[src/rtl/btn_debounce_pkg.sv]
// Shared constants and types for the 250 Hz push-button debouncer.
// Optional auto-repeat is enabled by defining BTN_DEBOUNCE_REPEAT_EN.
package btn_debounce_pkg;

  localparam int STABLE_TICKS_DEF = 5;
  localparam int HOLD_TICKS_DEF   = 125;
  localparam int REPEAT_TICKS_DEF = 25;
  localparam int CNT_W_DEF        = 8;

  // Per-channel event decided on a tick, registered into the pulse outputs.
  typedef enum logic [1:0] {
    EV_NONE    = 2'd0,
    EV_PRESS   = 2'd1,
    EV_RELEASE = 2'd2,
    EV_REPEAT  = 2'd3
  } btn_event_e;

  // True when a CNT_W-bit counter can hold every tick count the channel needs.
  function automatic bit cnt_fits(input int w, input int stable, input int hold,
                                  input int rpt);
    int max_v;
    max_v = stable;
    if (hold > max_v) max_v = hold;
    if (rpt > max_v) max_v = rpt;
    return (w < 31) && (max_v < (1 << w)) && (stable >= 1) && (rpt >= 1)
           && (rpt <= hold);
  endfunction

endpackage

[src/rtl/btn_debounce_ch.sv]
// One debounce channel: 2-flop synchronizer, stability counter, level and pulse
// registers. Auto-repeat hold counter exists only with BTN_DEBOUNCE_REPEAT_EN.
module btn_debounce_ch
  import btn_debounce_pkg::*;
#(
  parameter int STABLE_TICKS = STABLE_TICKS_DEF,
  parameter int CNT_W        = CNT_W_DEF,
  parameter int HOLD_TICKS   = HOLD_TICKS_DEF,
  parameter int REPEAT_TICKS = REPEAT_TICKS_DEF
) (
  input  logic clk_i,
  input  logic rst_ni,
  input  logic tick_i,
  input  logic btn_i,
  output logic level_o,
  output logic press_o,
  output logic release_o
);

  localparam logic [CNT_W-1:0] CNT_LAST = CNT_W'(STABLE_TICKS - 1);

  generate
    if (!cnt_fits(CNT_W, STABLE_TICKS, HOLD_TICKS, REPEAT_TICKS)) begin : g_bad_cfg
      $error("btn_debounce_ch: CNT_W too narrow or tick parameters illegal");
    end
  endgenerate

  logic             sync1_q, sync2_q;
  logic [CNT_W-1:0] cnt_q, cnt_d;
  logic             level_q, level_d;
  logic             press_q, release_q;
  btn_event_e       event_d;

`ifdef BTN_DEBOUNCE_REPEAT_EN
  localparam logic [CNT_W-1:0] HOLD_LAST   = CNT_W'(HOLD_TICKS - 1);
  localparam logic [CNT_W-1:0] REPEAT_BASE = CNT_W'(HOLD_TICKS - REPEAT_TICKS);
  logic [CNT_W-1:0] hold_q, hold_d;
`endif

  always_comb begin
    cnt_d   = cnt_q;
    level_d = level_q;
    event_d = EV_NONE;
    if (tick_i) begin
      if (sync2_q == level_q) begin
        cnt_d = '0;
      end else if (cnt_q == CNT_LAST) begin
        cnt_d   = '0;
        level_d = ~level_q;
        event_d = level_q ? EV_RELEASE : EV_PRESS;
      end else begin
        cnt_d = cnt_q + 1'b1;
      end
    end

`ifdef BTN_DEBOUNCE_REPEAT_EN
    // Hold count restarts at acceptance; after the first repeat it is rewound
    // so the next repeat lands REPEAT_TICKS later.
    hold_d = hold_q;
    if (!level_q) begin
      hold_d = '0;
    end else if (tick_i) begin
      if (hold_q == HOLD_LAST) begin
        hold_d = REPEAT_BASE;
        if (event_d == EV_NONE) event_d = EV_REPEAT;
      end else begin
        hold_d = hold_q + 1'b1;
      end
    end
`endif
  end

  always_ff @(posedge clk_i or negedge rst_ni) begin
    if (!rst_ni) begin
      sync1_q   <= 1'b0;
      sync2_q   <= 1'b0;
      cnt_q     <= '0;
      level_q   <= 1'b0;
      press_q   <= 1'b0;
      release_q <= 1'b0;
    end else begin
      sync1_q   <= btn_i;
      sync2_q   <= sync1_q;
      cnt_q     <= cnt_d;
      level_q   <= level_d;
      press_q   <= (event_d == EV_PRESS) || (event_d == EV_REPEAT);
      release_q <= (event_d == EV_RELEASE);
    end
  end

`ifdef BTN_DEBOUNCE_REPEAT_EN
  always_ff @(posedge clk_i or negedge rst_ni) begin
    if (!rst_ni) begin
      hold_q <= '0;
    end else begin
      hold_q <= hold_d;
    end
  end
`endif

  assign level_o   = level_q;
  assign press_o   = press_q;
  assign release_o = release_q;

endmodule

[src/rtl/btn_debounce_250hz.sv]
// N-channel push-button debouncer sampled on rising edges of CLK_250hz, which is
// edge-detected as data in the CLK domain. Auto-repeat via BTN_DEBOUNCE_REPEAT_EN.
module btn_debounce_250hz
  import btn_debounce_pkg::*;
#(
  parameter int N            = 4,
  parameter int STABLE_TICKS = STABLE_TICKS_DEF,
  parameter int CNT_W        = CNT_W_DEF,
  parameter int HOLD_TICKS   = HOLD_TICKS_DEF,
  parameter int REPEAT_TICKS = REPEAT_TICKS_DEF
) (
  input  logic         CLK,
  input  logic         RESET,
  input  logic         CLK_250hz,
  input  logic [N-1:0] BTN_IN,
  output logic [N-1:0] BTN_LEVEL,
  output logic [N-1:0] BTN_PRESS,
  output logic [N-1:0] BTN_RELEASE
);

  logic clk_q;
  logic tick;

  // Delay flop resets low, so a divider already high at reset release ticks once.
  always_ff @(posedge CLK or negedge RESET) begin
    if (!RESET) begin
      clk_q <= 1'b0;
    end else begin
      clk_q <= CLK_250hz;
    end
  end

  assign tick = CLK_250hz & ~clk_q;

  generate
    for (genvar gi = 0; gi < N; gi++) begin : g_ch
      btn_debounce_ch #(
        .STABLE_TICKS(STABLE_TICKS),
        .CNT_W       (CNT_W),
        .HOLD_TICKS  (HOLD_TICKS),
        .REPEAT_TICKS(REPEAT_TICKS)
      ) u_ch (
        .clk_i    (CLK),
        .rst_ni   (RESET),
        .tick_i   (tick),
        .btn_i    (BTN_IN[gi]),
        .level_o  (BTN_LEVEL[gi]),
        .press_o  (BTN_PRESS[gi]),
        .release_o(BTN_RELEASE[gi])
      );
    end
  endgenerate

endmodule

[config.mk]
export PLATFORM = sky130hd
export DESIGN_NAME = btn_debounce_250hz
export DESIGN_NICKNAME = d
export VERILOG_FILES = /design/src/rtl/btn_debounce_pkg.sv /design/src/rtl/btn_debounce_ch.sv /design/src/rtl/btn_debounce_250hz.sv
export SDC_FILE = /design/constraint.sdc
export NUM_CORES = 1
export LEC_CHECK = 0
export ABC_AREA = 1
export CAP_MARGIN = 5
export CORE_MARGIN = 5
export CORE_UTILIZATION = 62
export DETAILED_ROUTE_END_ITERATION = 12
export HOLD_SLACK_MARGIN = 0.08
export PLACE_DENSITY = 0.9
export RECOVER_POWER = 50
export SLEW_MARGIN = 15
export SYNTH_ARGS = -nofsm -noshare
export SYNTH_HDL_FRONTEND = slang
export SYNTH_HIERARCHICAL = 1
export SYNTH_SLANG_ARGS = --single-unit
[constraint.sdc]
create_clock -name CLK -period 4.8 [get_ports CLK]
set_input_delay 0.72 -clock CLK [delete_from_list [all_inputs] [get_ports CLK]]
set_output_delay 0.72 -clock CLK [all_outputs]
set_load 0.02 [all_outputs]
==> qor.csv <==
metric,value,unit
core_region_area,0.00406,mm^2
yosysMostFrequentCell,sky130_fd_sc_hd__nand2_1,
die_w,75.1,um
async_flop_share,100,%
postRouteWirelength,4.94,mm
grt_setup_unrepaired,no,
topRoutingLayerUsed,met4,
failed_checks,"max-capacitance violations, max-slew violations",
synth_enable_flop_cells,0,
skew,0.0105,ns
largest_net_degree_at_the_start_of_global_routing,54,
finalNetCount,368,
post-route-util,73.5,%
max-vdd-ir-drop,0.000218,V
yosysSeqAreaShare,50.5,%
criticalPathCategory,in2async,
gpl.final_weighted_congestion,0.827,
ctsLongestPathBuffers,2,
max-slew-margin-rel,-83.2,%
io_buf_count,18,
cts_inserted_buffers,5,
synth_cells,327,
worst_slack,1.88,ns
worst_pin_slew,2.75,ns
final.setup.tns,0,ns
critPathLaunchType,input port,
final-hold-violation-count,0,
critical_path.n_buffers_inverters,2,
timing.critical_path.fanout_max,53,
postSynthRegisterBits,53,
fp.dieArea,0.00564,mm^2
clock-root-buffer,sky130_fd_sc_hd__clkbuf_8,
final_cells,404,
min-delay-path-class,reg2reg,
diodes,0,
maxCapViolCount,1,
yosys.cell_types.count,14,
floorplan.die.height,75.1,um
ys_top_cells_by_area,"sky130_fd_sc_hd__dfrtp_1 (50%), sky130_fd_sc_hd__nand2_1 (15%), sky130_fd_sc_hd__inv_1 (6.4%)",
ios,19,
post_synth_most_frequent_cells,"sky130_fd_sc_hd__nand2_1 (108), sky130_fd_sc_hd__dfrtp_1 (53), sky130_fd_sc_hd__inv_1 (45)",
grt_antenna_before_repair,0,
final-setup-viol-count,0,
gr-total-overflow,0,
via_count,2107,
first_pass_iters,5,
route.detailed.vias_per_inst,5.22,
grt_pass1_vias,2002,
detailroute.wirelength.met2,2.48,mm
hold_buffers,0,
htree_num_levels,2,
crit_family,buffers and inverters,
route.detailed.drc,0,
syn-num-nets,342,
cts_tree,built,
worst-endpoint-required,4.64,ns
cp_slowest_cell,sky130_fd_sc_hd__clkbuf_1,
cp.arrival,2.76,ns
dominantRegCellSynth,sky130_fd_sc_hd__dfrtp_1,
result_of_the_run,"complete, but fails checks",
yosysWarningCount,6,
floorplan.initialDensity,64.8,%
slowest_delay,1.92,ns
synthToLayoutAreaGrowth,13.6,%
power-per-cell-area,382,mW/mm^2
placedCellCount,396,
m1WireLength,2.20,mm
rows,23,
globalRouteTotalUtil,19.6,%
met3_wl,193,um
final_period_minus_worst_setup_slack,2.92,ns
netlist.area_leader.share,50.5,%
clk_latency,0.32,ns
netlist.top_cell.by_area,sky130_fd_sc_hd__dfrtp_1,
synth.cell_area,0.00263,mm^2
postCtsSetupBuffers,0,
power.static_leakage,1.44,nW
maxSlewViolCount,54,
worstPathCellList,"buf_2, clkbuf_1",
post-place-ws,2.02,ns
cts.reportedPaths.clkPinSlew,0.10,ns
critical_path.endpoint_type,async pin,
avgRoutedWirePerCell,12.2,um
layout-drive-gt1-share,8.47,%
ant_nets,0,
hpwlAfterDp,3.38,mm
fmax,342,MHz
syn-mean-instance-area,8.04,um^2
cts.sink_count,53,
drtIter0Drc,176,
ctsResizeCount,0,
min_period_over_period,60.9,%
first_pass_grt_wire_length,8.36,mm
logic make-up after synthesis:
group	count (synthesis)	share of synthesized area, %
and+or+nand+nor	185	31.5
adders and majority gates	8	3.81
buffers and inverters	49	7.00
AOI/OAI and AO/OA	24	4.57
DFF	53	50.5
xor gates and xnor gates	8	2.67
flip-flops by register name, indices dropped and copies added (netlist names):
register and count:
g_ch.u_ch/cnt_q 32, g_ch.u_ch/level_o 4, g_ch.u_ch/press_o 4, g_ch.u_ch/release_o 4, g_ch.u_ch/sync1_q 4, g_ch.u_ch/sync2_q 4
clk_q 1
report_power, final:
group | switching (mW) | leakage [nW] | internal [mW] | total, mW
Combinational | 0.163 | 0.676 | 0.108 | 0.271
Sequential | 0.0565 | 0.711 | 0.504 | 0.560
Clock | 0.152 | 0.0543 | 0.156 | 0.309
Total | 0.372 | 1.44 | 0.768 | 1.14
final timing paths:
kind                                      startpoint               endpoint  slack (ns)  cells after the start
worst max-delay path                           RESET  g_ch[2].u_ch/cnt_q[6]        1.88                      2
worst min-delay path            g_ch[0].u_ch/sync1_q   g_ch[0].u_ch/sync2_q        0.36                      0
worst max register to register                 clk_q  g_ch[1].u_ch/cnt_q[4]        2.82                      5
worst min register to register  g_ch[0].u_ch/sync1_q   g_ch[0].u_ch/sync2_q        0.36                      0
max in group CLK                           CLK_250hz  g_ch[1].u_ch/cnt_q[4]        2.25                      7
min in group asynchronous                      RESET   g_ch[0].u_ch/press_o        1.35                      2
layout make-up:
type,instances,area (um^2)
sequential,53,1330
multi-input combinational,225,1120
fill,296,1070
inverter,49,184
timing repair buffer,19,179
clock buffer,5,68.8
tap,50,62.6
clock inverter,3,46.3
cells in the final DEF, fill, tap and decap left out, drive strengths merged, types with 5 or more instances in the layout:
| cell type | instances |
|---|---|
| clkbuf | 6 |
| clkdlybuf4s50 | 12 |
| dfrtp | 53 |
| dlygate4sd3 | 5 |
| ha | 8 |
| inv | 49 |
| nand2 | 112 |
| nand3 | 32 |
| nor2 | 41 |
| o21ai | 24 |
| xor2 | 8 |
layer usage:
metal / vias to the layer above / global-route usage (%)
li1: 1055 / -
met3: 6 / 4.41
met4: 0 / 7.51
met1: 1014 / 23.9
met5: - / 0
met2: 32 / 33.8
metrics by stage:
step / instance area (um^2) / hold slack (ns) / power, mW
after floorplan: 2630 / 0.331 / 0.737
after global placement: 2870 / 0.334 / 0.816
after detailed placement: 2870 / 0.336 / 0.838
after CTS: 2990 / 0.354 / 1.15
after global routing: 2980 / 0.353 / 1.21
final: 2980 / 0.356 / 1.14
Power figures use the tool's default switching activity.
